## config.mk

```make
export PLATFORM = sky130hd
export DESIGN_NAME = dsp_mac_pipe
export DESIGN_NICKNAME = d
export VERILOG_FILES = /design/src/rtl/dsp_mac_pkg.sv /design/src/rtl/dsp_preadd_mult.sv /design/src/rtl/dsp_mac_pipe.sv
export SDC_FILE = /design/constraint.sdc
export NUM_CORES = 2
export LEC_CHECK = 0
export BUFFER_PORTS_ARGS = -buffer_cell sky130_fd_sc_hd__buf_2
export CAP_MARGIN = 20
export CORE_MARGIN = 5
export CORE_UTILIZATION = 60
export CTS_CLUSTER_SIZE = 14
export DETAILED_ROUTE_END_ITERATION = 10
export GPL_TIMING_DRIVEN = 0
export HOLD_SLACK_MARGIN = 0.05
export PLACE_DENSITY = 0.78
export SLEW_MARGIN = 30
export SYNTH_ARGS = -nofsm -noshare
export SYNTH_HDL_FRONTEND = slang
export SYNTH_HIERARCHICAL = 1
export SYNTH_SLANG_ARGS = --single-unit
```

## constraint.sdc

```tcl
create_clock -name clk -period 10.83 [get_ports clk]
set_input_delay 2.166 -clock clk [delete_from_list [all_inputs] [get_ports clk]]
set_output_delay 2.166 -clock clk [all_outputs]
set_load 0.005 [all_outputs]
```

## src/rtl/dsp_mac_pkg.sv

```systemverilog
// Shared types and constants for the parametrised DSP MAC slice.
// Holds the X/Z operand selects, OPMODE bit positions and the pipeline latency helper.
package dsp_mac_pkg;

  typedef enum logic [1:0] {
    X_ZERO = 2'd0,
    X_M    = 2'd1,
    X_P    = 2'd2,
    X_AB   = 2'd3
  } x_sel_e;

  typedef enum logic [1:0] {
    Z_ZERO = 2'd0,
    Z_PCIN = 2'd1,
    Z_P    = 2'd2,
    Z_C    = 2'd3
  } z_sel_e;

  localparam int OP_X_LSB    = 0;
  localparam int OP_Z_LSB    = 2;
  localparam int OP_PRE_EN   = 4;
  localparam int OP_PRE_SUB  = 5;
  localparam int OP_POST_SUB = 6;
  localparam int OP_RSVD     = 7;
  // Only the functional OPMODE bits travel down the pipe; the reserved bit is dropped.
  localparam int OP_W        = 7;

  function automatic int unsigned mac_latency(input bit mreg);
    return mreg ? 3 : 2;
  endfunction

endpackage

```

## src/rtl/dsp_preadd_mult.sv

```systemverilog
// Input registers, (D +/- B) pre-adder and A*pre multiplier with optional M stage.
// Side operands (C, PCIN, OPMODE, CARRYIN, {A,B}) are delayed to line up with M.
module dsp_preadd_mult
  import dsp_mac_pkg::*;
#(
  parameter int AW   = 18,
  parameter int BW   = 18,
  parameter int CW   = 48,
  parameter int PW   = 48,
  parameter int MREG = 1
) (
  input  logic            clk,
  input  logic            rst_n,
  input  logic            ce,
  input  logic            sclr,
  input  logic            in_valid,
  input  logic [AW-1:0]   a,
  input  logic [BW-1:0]   b,
  input  logic [BW-1:0]   d,
  input  logic [CW-1:0]   c,
  input  logic [PW-1:0]   pcin,
  input  logic [OP_W-1:0] opmode,
  input  logic            carryin,
  output logic [PW-1:0]   m,
  output logic [PW-1:0]   ab,
  output logic [PW-1:0]   c_ext,
  output logic [PW-1:0]   pcin_s,
  output logic [OP_W-1:0] opmode_s,
  output logic            carryin_s,
  output logic            valid_s
);

  logic [AW-1:0]    a_r;
  logic [BW-1:0]    b_r, d_r;
  logic [CW-1:0]    c_r;
  logic [PW-1:0]    pcin_r;
  logic [OP_W-1:0]  op_r;
  logic             cin_r, v1;
  logic [BW-1:0]    pre;
  logic [AW+BW-1:0] mult;

  // NOTE: sequential state uses non-blocking assignments so every register samples
  // pre-edge values; blocking here would create order-dependent simulation races.
  always_ff @(posedge clk or negedge rst_n) begin
    if (!rst_n) begin
      a_r <= '0; b_r <= '0; d_r <= '0; c_r <= '0;
      pcin_r <= '0; op_r <= '0; cin_r <= 1'b0; v1 <= 1'b0;
    end else if (sclr) begin
      a_r <= '0; b_r <= '0; d_r <= '0; c_r <= '0;
      pcin_r <= '0; op_r <= '0; cin_r <= 1'b0; v1 <= 1'b0;
    end else if (ce) begin
      v1 <= in_valid;
      if (in_valid) begin
        a_r <= a; b_r <= b; d_r <= d; c_r <= c;
        pcin_r <= pcin; op_r <= opmode; cin_r <= carryin;
      end
    end
  end

  assign pre  = op_r[OP_PRE_EN] ? (op_r[OP_PRE_SUB] ? d_r - b_r : d_r + b_r) : b_r;
  assign mult = (AW+BW)'(a_r) * (AW+BW)'(pre);

  if (MREG != 0) begin : g_mreg
    logic [PW-1:0]   m_r, ab_r, c_r2, pcin_r2;
    logic [OP_W-1:0] op_r2;
    logic            cin_r2, v2;

    always_ff @(posedge clk or negedge rst_n) begin
      if (!rst_n) begin
        m_r <= '0; ab_r <= '0; c_r2 <= '0; pcin_r2 <= '0;
        op_r2 <= '0; cin_r2 <= 1'b0; v2 <= 1'b0;
      end else if (sclr) begin
        m_r <= '0; ab_r <= '0; c_r2 <= '0; pcin_r2 <= '0;
        op_r2 <= '0; cin_r2 <= 1'b0; v2 <= 1'b0;
      end else if (ce) begin
        v2 <= v1;
        if (v1) begin
          m_r <= PW'(mult); ab_r <= PW'({a_r, b_r}); c_r2 <= PW'(c_r);
          pcin_r2 <= pcin_r; op_r2 <= op_r; cin_r2 <= cin_r;
        end
      end
    end

    assign m = m_r;  assign ab = ab_r;  assign c_ext = c_r2;  assign pcin_s = pcin_r2;
    assign opmode_s = op_r2;  assign carryin_s = cin_r2;  assign valid_s = v2;
  end else begin : g_no_mreg
    assign m = PW'(mult);  assign ab = PW'({a_r, b_r});  assign c_ext = PW'(c_r);
    assign pcin_s = pcin_r;  assign opmode_s = op_r;  assign carryin_s = cin_r;
    assign valid_s = v1;
  end

endmodule

```

## src/rtl/dsp_mac_pipe.sv

```systemverilog
// Parametrised DSP MAC lane: pre-adder/multiplier front end, X/Z post-adder with
// carry in/out, optional saturation, P accumulator register and PCIN/PCOUT cascade.
module dsp_mac_pipe
  import dsp_mac_pkg::*;
#(
  parameter int AW     = 18,
  parameter int BW     = 18,
  parameter int CW     = 48,
  parameter int PW     = 48,
  parameter int MREG   = 1,
  parameter int SAT_EN = 0
) (
  input  logic          clk,
  input  logic          rst_n,
  input  logic          ce,
  input  logic          sclr,
  input  logic          in_valid,
  input  logic [AW-1:0] a,
  input  logic [BW-1:0] b,
  input  logic [BW-1:0] d,
  input  logic [CW-1:0] c,
  input  logic [PW-1:0] pcin,
  input  logic [7:0]    opmode,
  input  logic          carryin,
  output logic [PW-1:0] p,
  output logic [PW-1:0] pcout,
  output logic          carryout,
  output logic          ovf,
  output logic          out_valid
);

  logic [PW-1:0]   m, ab, c_ext, pcin_s;
  logic [OP_W-1:0] op_s;
  logic            cin_s, valid_s;

  dsp_preadd_mult #(
    .AW(AW), .BW(BW), .CW(CW), .PW(PW), .MREG(MREG)
  ) u_front (
    .clk(clk), .rst_n(rst_n), .ce(ce), .sclr(sclr), .in_valid(in_valid),
    .a(a), .b(b), .d(d), .c(c), .pcin(pcin), .opmode(opmode[OP_W-1:0]),
    .carryin(carryin), .m(m), .ab(ab), .c_ext(c_ext), .pcin_s(pcin_s),
    .opmode_s(op_s), .carryin_s(cin_s), .valid_s(valid_s)
  );

  x_sel_e        x_sel;
  z_sel_e        z_sel;
  logic          post_sub;
  logic [PW-1:0] x_val, z_val, p_next;
  logic [PW:0]   sum;
  logic          ovf_next;

  assign x_sel    = x_sel_e'(op_s[OP_X_LSB +: 2]);
  assign z_sel    = z_sel_e'(op_s[OP_Z_LSB +: 2]);
  assign post_sub = op_s[OP_POST_SUB];

  // NOTE: every always_comb output gets a default first, so no path can leave it
  // unassigned and infer a latch.
  always_comb begin
    x_val = '0;
    z_val = '0;
    case (x_sel)
      X_M:     x_val = m;
      X_P:     x_val = p;
      X_AB:    x_val = ab;
      default: x_val = '0;
    endcase
    case (z_sel)
      Z_PCIN:  z_val = pcin_s;
      Z_P:     z_val = p;
      Z_C:     z_val = c_ext;
      default: z_val = '0;
    endcase
  end

  // Bit PW of the extended sum is the carry on add and the borrow on subtract.
  always_comb begin
    if (post_sub) sum = {1'b0, z_val} - ({1'b0, x_val} + (PW+1)'(cin_s));
    else          sum = {1'b0, z_val} + {1'b0, x_val} + (PW+1)'(cin_s);
    p_next   = sum[PW-1:0];
    ovf_next = 1'b0;
    if (SAT_EN != 0 && sum[PW]) begin
      p_next   = post_sub ? '0 : '1;
      ovf_next = 1'b1;
    end
  end

  always_ff @(posedge clk or negedge rst_n) begin
    if (!rst_n) begin
      p <= '0; carryout <= 1'b0; ovf <= 1'b0; out_valid <= 1'b0;
    end else if (sclr) begin
      p <= '0; carryout <= 1'b0; ovf <= 1'b0; out_valid <= 1'b0;
    end else if (ce) begin
      out_valid <= valid_s;
      if (valid_s) begin
        p        <= p_next;
        carryout <= sum[PW];
        ovf      <= ovf_next;
      end
    end
  end

  assign pcout = p;

  a_rsvd_zero: assert property (@(posedge clk) disable iff (!rst_n)
    (ce && in_valid && !sclr) |-> !opmode[OP_RSVD]);
  a_ab_fits: assert property (@(posedge clk) disable iff (!rst_n)
    (ce && in_valid && !sclr && opmode[OP_X_LSB +: 2] == 2'd3) |-> (AW + BW <= PW));

endmodule

```

==> metrics <==
synthesized area per cell 9.22 um^2; hold-fix buffers at CTS 0; CTS sink count 384; Final WS setup 455 ps; routed via count 32100; first-pass GRT wire length 191000 um; Lkg Pwr 0.0204 uW; Mapped Cells 3998; Worst setup EP type flip-flop; Rel. slew slack 0.270; WL/cell 24.3 um; H-Tree Depth 2; Top-Level Pins 263; Worst-Skew Late Latency 620 ps; Core ar. 60600 um^2; Clock transition at path regs 60 ps; Sequential Power Share 0.386; routability cong. 1.01; pwr/cell area 94.6 nW/um^2; Fin. Hold Viols 0; synthesized area 36900 um^2; post-cts resize count 0; layout cells sized above 1 0.140; CTS tree done; Iteration-0 DRC Markers 2661; maximum vdd drop 0.0000991 V; most frequent cells in the layout inv_1, a22o_1, dfrtp_1; CP required 11280 ps; Combinational Power Share 0.192; max incr delay on CP 760 ps; most frequent CP cell fa_1; Detailed Routing Iterations Pass 1 6; CTS Buffer Depth 3; status complete, no violations; Register-to-Register Setup Slack 460 ps; Worst Setup Start Kind flip-flop; drt total wl 125000 um; Clk pwr share 0.422; Root Buffer clkbuf_16; Critical-path top delay cell a31oi_2; Final HPWL DP 99000 um; most common cell after layout, fill and taps aside inv_1; internal power 2670 uW; initial core utilization 0.609; TNS Setup 0 ps; fin nets 5022; GR Overflow Total 0; Worst Path Max Fanout 10; min Tclk post-route 10370 ps; post-route ant nets 0; dpl ws 611 ps; initial antenna violation count 2; Hold Crit Class flip-flop to flip-flop; Max Slew Vio Count 0; pin count of the biggest net entering global routing 88; Tightest Pin Transition 1100 ps; die width 258 um; GRT Total Usage 0.370; via/cell ratio 6.23; max cap viols 0; Sw Ratio 0.312; Setup Fix Bufs, Post-CTS 0; Worst Hold Depth 1; r2r worst-path depth 28; number of global-route vias before repair 32100; final setup vio count 0; Die Ht 258 um; row cnt 90; crit path DAT 10830 ps; Layout area overhead 11.2%; drt drc 0; Psw 1210 uW; die area 66500 um^2; Final Skew 34.2 ps; cts bufs inserted 44; crit share post-route 0.958; CP Class flip-flop to flip-flop; fmax 0.0964 GHz; number of port buffers 260; warnings from Yosys 6; RSZ-0062 raised after global routing no
[worst paths after layout]
check,to,start
min in group asynchronous,u_front/d_r[7]$_DFFE_PN0P_,rst_n
min reg2reg,u_front/m[10]$_DFFE_PN0P_,u_front/m[10]$_DFFE_PN0P_
max reg2reg,u_front/m[32]$_DFFE_PN0P_,u_front/b_r[9]$_DFFE_PN0P_
max,u_front/m[32]$_DFFE_PN0P_,u_front/b_r[9]$_DFFE_PN0P_
min,u_front/m[10]$_DFFE_PN0P_,u_front/m[10]$_DFFE_PN0P_
max in group asynchronous,u_front/m[28]$_DFFE_PN0P_,rst_n
[power by group through the flow]
stage,registers (uW),clock network (uW),logic [uW]
after floorplan,1510,0,462
after global placement,1520,0,706
after detailed placement,1520,0,722
after CTS,1500,1650,727
after global routing,1500,1710,811
final,1500,1640,744
[area by class of cell]
class | instances | area [um^2]
Multi-Input combinational cell | 2819 | 23900
Buffer | 328 | 1670
Tap cell | 782 | 978
Clock buffer | 56 | 1230
Timing Repair Buffer | 264 | 1420
Sequential cell | 384 | 9610
Fill cell | 4933 | 19600
Clock inverter | 25 | 373
Inverter | 490 | 1840
Antenna cell | 2 | 5.00
[critical path: cells and delay by family, from the launching register on]
kind | cells | cell delay [ps]
buffers and inverters | 7 | 2280
adders and majority gates | 8 | 3570
DFF | 1 | 410
and+or+nand+nor | 2 | 420
AOI/OAI and AO/OA | 9 | 3200
xor gates and xnor gates | 2 | 360
[through the flow]
step / instances / cell area (um^2) / hold WS, ps / util / total power [uW]
floorplan: 4021 / 37000 / 444 / - / 1970
global placement: 5063 / 39200 / 463 / 0.648 / 2230
detailed placement: 5067 / 39400 / 469 / 0.650 / 2250
CTS: 5148 / 41000 / 481 / 0.677 / 3880
global route: 5149 / 41000 / 505 / 0.677 / 4020
finish: 5150 / 41000 / 481 / 0.677 / 3880
[per-layer routing]
metal,vias to the layer above,part of all wire,track usage
li1,14500,-,-
met1,15600,0.38,0.456
met2,1556,0.47,0.616
met3,387,0.082,0.0683
met4,2,0.068,0.206
met5,-,0.00011,0
[state kept, by name, indices dropped and copies added (netlist names), 5 cells and up]
signal,cells
u_front/op_r,7
u_front/b_r,18
u_front/pcin_s,48
p,48
u_front/c_ext,48
u_front/pcin_r,48
u_front/m,36
u_front/opmode_s,5
u_front/a_r,18
u_front/d_r,18
u_front/ab,36
u_front/c_r,48
Note: power is estimated with default switching activity, not from simulation.
